==> src/rtl/parity_rx_pkg.sv <==
// Shared constants for the parity frame receiver: FSM state encoding and frame-format bit levels.
// Latency: n/a (constants only).
// Backpressure: n/a (constants only).
package parity_rx_pkg;

  // FSM state encoding
  localparam logic [1:0] IDLE   = 2'd0;
  localparam logic [1:0] DATA   = 2'd1;
  localparam logic [1:0] PARITY = 2'd2;
  localparam logic [1:0] STOP   = 2'd3;

  // Frame-format line levels
  localparam logic START_BIT = 1'b0;
  localparam logic STOP_BIT  = 1'b1;

endpackage

==> src/rtl/xor_gate.sv <==
// N-input XOR reduction; the shared primitive of the parity generator/checker path.
// Latency: combinational, zero cycles.
// Backpressure: none, pure function of its inputs.
//
// Ports:
//   in_bits  input  [N-1:0]  bits to be XOR-reduced
//   out_bit  output          XOR of all in_bits
module xor_gate #(
  parameter int N = 2
) (
  input  logic [N-1:0] in_bits,
  output logic         out_bit
);

  assign out_bit = ^in_bits;

endmodule

==> src/rtl/parity_frame_rx.sv <==
// Bit-serial start/data/parity/stop frame receiver with parity and framing check.
// Latency: data_valid in the cycle after the stop bit is sampled (DATA_W+3 clocks from start bit, gap-free).
// Backpressure: none; bit_valid low freezes the receiver, words are delivered as one-cycle pulses.
//
// Ports:
//   clk         input            rising-edge clock
//   rst_n       input            asynchronous active-low reset
//   rx_bit      input            serial line, idles high
//   bit_valid   input            qualifies rx_bit; FSM advances only when high
//   data_out    output [DATA_W]  last received word
//   data_valid  output           one-cycle pulse when data_out/parity_err/frame_err update
//   parity_err  output           parity mismatch on last frame, held until next data_valid
//   frame_err   output           stop bit was low on last frame, held until next data_valid
//   busy        output           high in every state except IDLE
module parity_frame_rx
  import parity_rx_pkg::*;
#(
  parameter int DATA_W     = 8,
  parameter bit ODD_PARITY = 1'b0
) (
  input  logic              clk,
  input  logic              rst_n,
  input  logic              rx_bit,
  input  logic              bit_valid,
  output logic [DATA_W-1:0] data_out,
  output logic              data_valid,
  output logic              parity_err,
  output logic              frame_err,
  output logic              busy
);

  localparam int CNT_W = $clog2(DATA_W);
  localparam logic [CNT_W-1:0] LAST_BIT = CNT_W'(DATA_W - 1);

  logic [1:0]        state;
  logic [CNT_W-1:0]  bit_cnt;
  logic [DATA_W-1:0] shift_reg;
  logic              acc;
  logic              perr;

  logic              acc_nxt;
  logic              perr_nxt;

  // Running parity over the data bits.
  xor_gate #(.N(2)) u_acc_xor (
    .in_bits ({acc, rx_bit}),
    .out_bit (acc_nxt)
  );

  // Data parity XOR received parity bit XOR expected sense: 1 means mismatch.
  xor_gate #(.N(3)) u_par_xor (
    .in_bits ({acc, rx_bit, 1'(ODD_PARITY)}),
    .out_bit (perr_nxt)
  );

  assign busy = (state != IDLE);

  always_ff @(posedge clk or negedge rst_n) begin
    if (!rst_n) begin
      state      <= IDLE;
      bit_cnt    <= '0;
      shift_reg  <= '0;
      acc        <= 1'b0;
      perr       <= 1'b0;
      data_out   <= '0;
      data_valid <= 1'b0;
      parity_err <= 1'b0;
      frame_err  <= 1'b0;
    end else begin
      // Pulse only; a gap cycle after STOP must not stretch it.
      data_valid <= 1'b0;
      if (bit_valid) begin
        case (state)
          IDLE: begin
            if (rx_bit == START_BIT) begin
              state   <= DATA;
              bit_cnt <= '0;
              acc     <= 1'b0;
            end
          end
          DATA: begin
            // LSB arrives first, so shifting right leaves it in bit 0 after DATA_W bits.
            shift_reg <= {rx_bit, shift_reg[DATA_W-1:1]};
            acc       <= acc_nxt;
            bit_cnt   <= bit_cnt + CNT_W'(1);
            if (bit_cnt == LAST_BIT) begin
              state <= PARITY;
            end
          end
          PARITY: begin
            perr  <= perr_nxt;
            state <= STOP;
          end
          STOP: begin
            // Deliver even on error; the consumer decides what to do with it.
            data_out   <= shift_reg;
            parity_err <= perr;
            frame_err  <= (rx_bit != STOP_BIT);
            data_valid <= 1'b1;
            state      <= IDLE;
          end
          default: state <= IDLE;
        endcase
      end
    end
  end

endmodule
==> config.mk <==
export PLATFORM = sky130hd
export DESIGN_NAME = parity_frame_rx
export DESIGN_NICKNAME = d
export VERILOG_FILES = /design/src/rtl/parity_rx_pkg.sv /design/src/rtl/xor_gate.sv /design/src/rtl/parity_frame_rx.sv
export SDC_FILE = /design/constraint.sdc
export NUM_CORES = 1
export LEC_CHECK = 0
export BUFFER_PORTS_ARGS = -buffer_cell sky130_fd_sc_hd__buf_2
export CAP_MARGIN = 5
export CORE_MARGIN = 5
export CORE_UTILIZATION = 40
export DETAILED_ROUTE_END_ITERATION = 16
export HOLD_SLACK_MARGIN = 0.1
export PLACE_DENSITY_LB_ADDON = 0.15
export SYNTH_ARGS = -nofsm -noshare
export SYNTH_HDL_FRONTEND = slang
export SYNTH_SLANG_ARGS = --single-unit
export TNS_END_PERCENT = 10
==> constraint.sdc <==
create_clock -name clk -period 2 [get_ports clk]
set_input_delay 0.1 -clock clk [delete_from_list [all_inputs] [get_ports clk]]
set_output_delay 0.1 -clock clk [all_outputs]
set_load 0.1 [all_outputs]
==> results of run 1 <==
metrics by stage:
stage | worst slack, ns | area, sq um
6_report | 0.194 | 1330
3_3_place_gp | 0.505 | 1260
4_1_cts | 0.166 | 1330
5_1_grt | 0.0511 | 1330
3_5_place_dp | 0.453 | 1260
2_1_floorplan | 0.365 | 1180
worst reg2reg max path, cell delays in order, from the launching register on:
cell and delay, ns:
dfrtp_1 0.44, inv_1 0.10, ha_1 0.32, nand2_2 0.25, o21bai_1 0.18, nor3b_1 0.21
cells in the mapped netlist, types with 2 or more instances:
cell and number:
a21oi_1 4, buf_2 3, buf_6 2, dfrtp_1 26
ha_1 6, inv_1 6, mux2_2 17, mux2i_1 2
nand2_1 3, nand2_2 2, nor2_1 2, o21ai_0 3
routing by layer:
layer,GRT usage,up-vias
li1,-,339
met1,0.145,347
met2,0.159,13
met3,0.0190,4
met4,0.0475,0
met5,0,-
kinds of logic (layout without fill, tap and decap cells):
logic type,count (synthesis),after routing,synth area share
adders and majority gates,6,6,0.0634
DFF,26,26,0.549
AOI/OAI and AO/OA,15,15,0.0908
buffers and inverters,11,27,0.0507
xor gates and xnor gates,1,1,0.00739
muxes,20,20,0.191
and+or+nand+nor,11,11,0.0475
final timing paths:
kind | start | end | slack (ns) | cells past startpoint
min in group asynchronous | rst_n | data_out[1] | 0.29 | 2
min | rx_bit | frame_err | 0.13 | 2
max in group asynchronous | rst_n | frame_err | 1.33 | 2
max | state[1] | busy | 0.19 | 4
max reg2reg | state[1] | acc | 0.43 | 5
min reg2reg | frame_err | frame_err | 0.51 | 2
placed cells by master, fill, tap and decap left out:
cell            n
mux2_2         17
nor2_1          2
nor3b_1         1
dlygate4sd3_1   2
buf_2          15
clkbuf_4        3
nand2_1         3
nand3b_1        1
o22ai_1         1
nand3_1         1
o21ai_0         3
a21o_1          1
inv_1           6
o21bai_1        1
a21oi_1         4
dfrtp_1        26
a31oi_1         1
xnor2_1         1
mux2i_1         2
nor3_1          1
o21ai_2         1
nand2_2         2
a221oi_1        1
a21boi_4        1
bufinv_16       1
ha_1            6
mux2_4          1
a22o_1          1
timing repair:
item	in CTS	in global routing
hold buffers	2	0
setup endpoints to repair	0	0
resized for setup	0	0
endpoints found under the hold margin	27	0
layout make-up:
| cell class | count | share of cell area |
|---|---|---|
| sequential | 26 | 0.488 |
| multi-input combinational | 53 | 0.356 |
| timing repair buffer | 17 | 0.0713 |
| tap | 31 | 0.0291 |
| clock inverter | 1 | 0.0225 |
| clock buffer | 3 | 0.0169 |
| inverter | 6 | 0.0169 |
==> results.ini, run 1 <==
[status]
outcome=finished clean

[worst_setup_path]
cp_num_buf_inv=3
crit_fanout=10
critPathCaptureType=primary output
arrival_ns=1.71
crit_required_ns=1.90
path_common_cell=inv_1
slowest_stage=buf_2
startpoint_type=flop
cp_cell_sequence=inv_1 -> ha_1 -> inv_1 -> buf_2
critPathKind=flop to primary output
max_stage_delay_ns=0.43
critical_path.top_delay_family=buffers and inverters

[final_layout]
layout-drive-gt1-share=0.387
seqCellArea_sq_um=651
fin_cells=137
final_util=0.475
syn_to_final_growth_pct=12.6
fill_cells=264
multi_input_area_sq_um=474
layout.nets=117
antenna_cells=0

[sta]
skew_ns=0.00249
tightest_slew_ns=0.584
setup_violations=0
fin_hold_ws_ns=0.128
min_period_over_period=0.903
relSlewSlack=0.611
final_hold_viol_count=0
setup_tns_ns=0
period_needed_ns=1.81
rsz0062_at_grt=no
timing.fmax_mhz=554
maxSlewViolCount=0

[synth]
ys_async_sr_fraction=1.00
synth.ff_latch_count=26
ys_top_cells_by_area=dfrtp_1 (55%), mux2_2 (16%), ha_1 (6.3%), buf_6 (1.9%), inv_1 (1.9%)
synth_fp_nets=100
yosysSeqAreaShare=0.549
netlist_area_sq_um=1180
yosysTopAreaCellShare=0.549
ys.warnings.count=0
synth_edf_count=0
postSynthAreaPerCell_sq_um=13.2
netlist_instances=90
ys_types=26
synth_ff_type=dfrtp_1
synth_top_area_cell=dfrtp_1

[routing]
routed.top_layer=met4
firstDrtPassIters=3
viasPerCell=5.13
routedWlPerCell_um=14.3
vias=703
wl_met1_um=1000
post-route-drc-count=0
drt_iter0_markers=24
wl_um=1960
final_antenna_net_count=0
wl_met3_um=79
wl_met2_um=850

[grt]
grt.total_usage=0.104
grt_antenna_before_repair=0
grt_overflow_total=0
grt_pass1_vias=717
grt_pass1_wl_um=3400
grt_max_degree=27

[cts]
cts_buffers=3
cts_buffer_depth=2
cts_sinks=26
cts_root_buf=clkbuf_4
post-cts-setup-buffers=0
clkSlewWorstSetupHoldPaths_ns=0.15
worstSkewPairLatency_ns=0.32
cts_max_level=1
cts_tree=done

[placement]
place_inst=131
place_congestion=0.660
port_buffers=15
dpl.hpwl_um=1330

[floorplan]
num_rows=19
core_sq_um=2810
io_pins=16
die_height_um=64.4
dieArea_sq_um=4150
floorplan.initialDensity=0.422
die_w_um=64.4

[run]
drv_cap=0

[min_path]
hold_class=input pin to flop

Power of run 1 is not shown: default switching activity piles up to over one toggle a cycle in this logic, so the estimate is an artifact.
==> run 2: changes to the inputs <==
Settings changed: SYNTH_HIERARCHICAL set to 1.
Clock period 2 ns to 2.2 ns, I/O delays scaled along.
==> run 2 against run 1 <==
Sequential share of layout area up 2.7 points; via count fell by 14%; final cell count decreased by 8.0%; non-clock buffer count unchanged; synthesized cell count shrank 17%; final area is 5.3% lower; sequential cell count unchanged; worst hold slack better by 0.026 ns; area after synthesis down 7.3%; critical endpoint unchanged.
==> results.ini, run 2 <==
[worst_setup_path]
startpoint_type=flop
critPathCaptureType=primary output
crit_fanout=4
critPathKind=flop to primary output
critical_path.top_delay_family=buffers and inverters
cp_cell_sequence=inv_1 -> ha_1 -> inv_1 -> buf_2
max_stage_delay_ns=0.41
arrival_ns=1.53
cp_num_buf_inv=3
crit_required_ns=2.09
slowest_stage=buf_2
path_common_cell=inv_1

[grt]
grt_overflow_total=0
grt_antenna_before_repair=0
grt_pass1_wl_um=3010
grt_max_degree=27
grt.total_usage=0.0961
grt_pass1_vias=667

[sta]
setup_tns_ns=0
fin_hold_ws_ns=0.154
tightest_slew_ns=0.566
final_hold_viol_count=0
rsz0062_at_grt=no
relSlewSlack=0.623
period_needed_ns=1.64
skew_ns=0.00852
timing.fmax_mhz=610
maxSlewViolCount=0
min_period_over_period=0.745
setup_violations=0

[synth]
synth.ff_latch_count=26
yosysSeqAreaShare=0.592
synth_ff_type=dfrtp_1
netlist_instances=75
postSynthAreaPerCell_sq_um=14.6
ys_types=17
synth.most_common_cell=dfrtp_1
ys.warnings.count=6
ys_top_cells_by_count=dfrtp_1 (26), mux2_2 (19), ha_1 (6), inv_1 (5), nand2_1 (4)
synth_fp_nets=85
ys_async_sr_fraction=1.00
netlist_area_sq_um=1100
synth_top_area_cell=dfrtp_1
ys_top_cells_by_area=dfrtp_1 (59%), mux2_2 (19%), ha_1 (6.8%), a22o_1 (2.4%), xor3_1 (2.2%)
synth_edf_count=0
yosysTopAreaCellShare=0.592

[cts]
clkSlewWorstSetupHoldPaths_ns=0.12
cts_root_buf=clkbuf_4
cts_sinks=26
worstSkewPairLatency_ns=0.31
cts_buffers=3
cts_max_level=1
cts_tree=done
cts_buffer_depth=2

[routing]
post-route-drc-count=0
viasPerCell=4.81
routedWlPerCell_um=12.8
drt_iter0_markers=18
firstDrtPassIters=2
wl_um=1620
final_antenna_net_count=0
vias=606

[floorplan]
die_w_um=62.4
floorplan.initialDensity=0.409
num_rows=19
core_sq_um=2690
die_height_um=62.4
dieArea_sq_um=3890
io_pins=16

[final_layout]
final_cell_mix=dfrtp_1 (26), mux2_2 (19), buf_2 (15)
layout.nets=106
syn_to_final_growth_pct=15.0
antenna_cells=0
final_common_cell=dfrtp_1
fill_cells=246
layout-drive-gt1-share=0.411

[placement]
port_buffers=15
place_congestion=0.694
dpl.hpwl_um=1130

[min_path]
hold_class=input pin to flop

[status]
outcome=finished clean

[run]
drv_cap=0

run 2: cell type report:
cell class	instances	area (sq um)	share of cell area
clock buffers	4	36.3	0.0287
flip-flops and latches	26	651	0.515
well taps	31	38.8	0.0307
repair buffers	17	95.1	0.0752
inverters	5	18.8	0.0149
multi-input cells	43	424	0.336
run 2: kinds of logic (layout without fill, tap and decap cells):
| group | count (synthesis) | count (layout) | share of synthesized area |
|---|---|---|---|
| xor gates and xnor gates | 2 | 2 | 0.0296 |
| DFF | 26 | 26 | 0.592 |
| AOI/OAI and AO/OA | 7 | 7 | 0.0478 |
| muxes | 21 | 21 | 0.214 |
| buffers and inverters | 6 | 26 | 0.0216 |
| adders and majority gates | 6 | 6 | 0.0683 |
| other | 1 | 1 | 0.00341 |
| and+or+nand+nor | 6 | 6 | 0.0228 |
run 2: worst register-to-register path, stage by stage (launching register included):
cell     delay [ns]
dfrtp_1        0.42
ha_1           0.20
nand2_1        0.37
mux2_2         0.39
run 2: worst paths after layout:
check / start / to / slack (ns) / cells after the start
min: bit_valid / perr / 0.15 / 3
max: state[0] / busy / 0.56 / 4
min reg2reg: frame_err / frame_err / 0.51 / 2
max in group asynchronous: rst_n / shift_reg[4] / 1.52 / 2
min in group asynchronous: rst_n / data_out[0] / 0.31 / 2
max reg2reg: state[0] / data_out[5] / 0.71 / 3
run 2: through the flow:
stage               instance area [sq um]  instances  setup slack, ns   util
global route                         1260        126            0.438  0.470
finish                               1260        126            0.562  0.470
detailed placement                   1210        120            0.706  0.449
global placement                     1210        120            0.726  0.449
CTS                                  1260        126            0.522  0.470
floorplan                            1100         75            0.834      -
run 2: metal layers:
metal / part of all wire / vias up / global-route usage / wire length (um)
met5: 0 / - / 0 / 0
met4: 0.012 / 0 / 0.0318 / 19
met3: 0.069 / 2 / 0.0468 / 111
met2: 0.42 / 15 / 0.136 / 681
met1: 0.50 / 292 / 0.128 / 803
li1: - / 297 / - / -
run 2: timing repair:
item                                   CTS  global route
gates resized for setup                  0             0
endpoints found under the hold margin   27             0
hold buffers                             2             0
setup buffers                            0             0
Power of run 2 is left out for the same reason.
==> run 3: changes to the inputs <==
Settings changed: ABC_AREA set to 1.
Clock period 2.2 ns to 1.4 ns, I/O delays scaled along.
==> run 3 against run 2 <==
Synthesized cell count rose by 79%; final area rose by 11%; setup slack got worse by 0.47 ns; critical endpoint unchanged; clock-buffer cell count fell by 1; sequential share of layout area fell by 5.2 points; clock skew fell by 0.0064 ns; area after synthesis rose by 9.5%; die area rose by 7.9%; final cell count rose by 48%; sequential cell count did not move; largest cell class unchanged; highest routed layer unchanged.
==> results.ini, run 3 <==
[synth]
yosysTopAreaCellShare=0.541
synth.most_common_cell=nand2_1
ys.warnings.count=6
netlist_instances=134
synth_edf_count=0
synth.ff_latch_count=26
synth_top_area_cell=dfrtp_1
yosysSeqAreaShare=0.541
netlist_area_sq_um=1200
ys_async_sr_fraction=1.00
ys_top_cells_by_area=dfrtp_1 (54%), nand2_1 (14%), inv_1 (6.6%), ha_1 (6.2%), o21ai_2 (5.1%)
synth_ff_type=dfrtp_1
ys_top_cells_by_count=nand2_1 (44), dfrtp_1 (26), inv_1 (21), o21ai_0 (9), o21ai_2 (7)
ys_types=18
postSynthAreaPerCell_sq_um=8.97

[status]
outcome=finished clean

[grt]
grt_pass1_vias=858
top_usage_layer=met2
grt_use_met3=0.0432
use_met2=0.186
grt_antenna_before_repair=0
grt.total_usage=0.111
grt_max_degree=27
grt_overflow_total=0
grtUsageMet1=0.133
grt_pass1_wl_um=3640

[worst_setup_path]
max_stage_delay_ns=0.42
ff2ff_setup_slack_ns=0.09
cp_cell_sequence=inv_2 -> ha_4 -> clkinvlp_4 -> buf_12
crit_required_ns=1.33
cp_num_cells=4
cp_num_buf_inv=3
crit_path_start=state[1]
r2r_start=state[1]
critPathKind=flop to primary output
startpoint_type=flop
critPathCaptureType=primary output
crit_fanout=4
slowest_stage=dfrtp_1
arrival_ns=1.24
endpoint=busy
r2r_cells=5
r2r-end=state[0]
critical_path.top_delay_family=flip-flops

[sta]
final_hold_viol_count=0
setup_violations=0
skew_ns=0.00209
tightest_slew_ns=0.547
timing.fmax_mhz=763
maxSlewViolCount=0
min_period_over_period=0.936
relSlewSlack=0.635
setup_tns_ns=0
rsz0062_at_grt=no
fin_ws_ns=0.0897
period_needed_ns=1.31

[final_layout]
antenna_cells=0
layout.nets=167
final_cell_mix=nand2_1 (44), dfrtp_1 (26), inv_1 (18)
layout-drive-gt1-share=0.239
final_common_cell=nand2_1
multi_input_area_sq_um=467
fill_cells=289
syn_to_final_growth_pct=16.9
seqCellArea_sq_um=651

[routing]
firstDrtPassIters=4
final_antenna_net_count=0
viasPerCell=4.59
vias=854
post-route-drc-count=0
wl_um=1950
drt_iter0_markers=35
routedWlPerCell_um=10.5

[placement]
place_ws_ns=0.123
place_congestion=0.725
dpl.hpwl_um=1410
port_buffers=15

[floorplan]
num_rows=19
die_w_um=64.8
core_sq_um=2830
die_height_um=64.8
io_pins=16
floorplan.initialDensity=0.425
dieArea_sq_um=4200

[cts]
worstSkewPairLatency_ns=0.30
clkSlewWorstSetupHoldPaths_ns=0.12
cts_sinks=26
cts_buffers=3
cts_buffer_depth=2
cts_tree=done
cts_max_level=1
cts_root_buf=clkbuf_4

[run]
drv_cap=0

[min_path]
hold_class=input pin to flop

run 3: cell count changes after synthesis, sizes merged, moves of 4 or more:
cell | previous run | this run
nand2 | 4 | 45
mux2 | 20 | 0
inv | 5 | 21
o21ai | 3 | 16
nand4 | 0 | 5
nand3 | 0 | 4
run 3: worst min-delay path by stage:
stage | startpoint | endpoint | slack (ns) | cells past startpoint
after floorplan | rst_n | acc | -0.23 | 0
after global placement | rst_n | state[0] | 0.1 | 1
after detailed placement | rst_n | state[0] | 0.10 | 1
after CTS | bit_valid | acc | 0.12 | 3
after global routing | bit_valid | bit_cnt[0] | 0.11 | 3
final | bit_valid | bit_cnt[0] | 0.13 | 3
run 3: through the flow:
stage | hold slack (ns) | util | cells | cell area [sq um]
final | 0.129 | 0.497 | 186 | 1410
after global routing | 0.114 | 0.497 | 186 | 1410
after CTS | 0.115 | 0.492 | 186 | 1390
after detailed placement | 0.104 | 0.471 | 179 | 1330
after global placement | 0.0960 | 0.471 | 179 | 1330
after floorplan | -0.226 | - | 135 | 1220
run 3: timing repair:
item / in CTS / in global routing
buffers inserted: 2 / 0
hold endpoints to repair: 27 / 0
setup endpoints to repair: 1 / 1
resized for setup: 0 / 4
hold buffers: 2 / 0
pin swaps: 0 / 0
run 3: per-layer routing:
layer  part of all wire  vias to the layer above
met1               0.48                      383
met5                  0                        -
met3              0.046                        2
met2               0.47                       13
met4             0.0087                        0
li1                   -                      456
run 3: area by class of cell:
cell class / count / share of cell area
sequential: 26 / 0.463
multi-input combinational: 84 / 0.332
timing repair buffer: 21 / 0.102
inverter: 21 / 0.0588
tap: 31 / 0.0276
clock buffer: 3 / 0.0160
run 3: cells by family after synthesis:
| kind of cell | synth area share |
|---|---|
| simple gates | 0.201 |
| flops | 0.541 |
| other cells | 0.00312 |
| fa+ha+maj | 0.0624 |
| compound gates | 0.104 |
| buf+inv | 0.0884 |
run 3: worst register-to-register path, cell delays in order (launching register included):
cell,delay [ns]
dfrtp_1,0.42
buf_4,0.15
ha_1,0.19
or2_2,0.30
nand3_1,0.08
nand2_1,0.06
Power of run 3 is left out for the same reason.
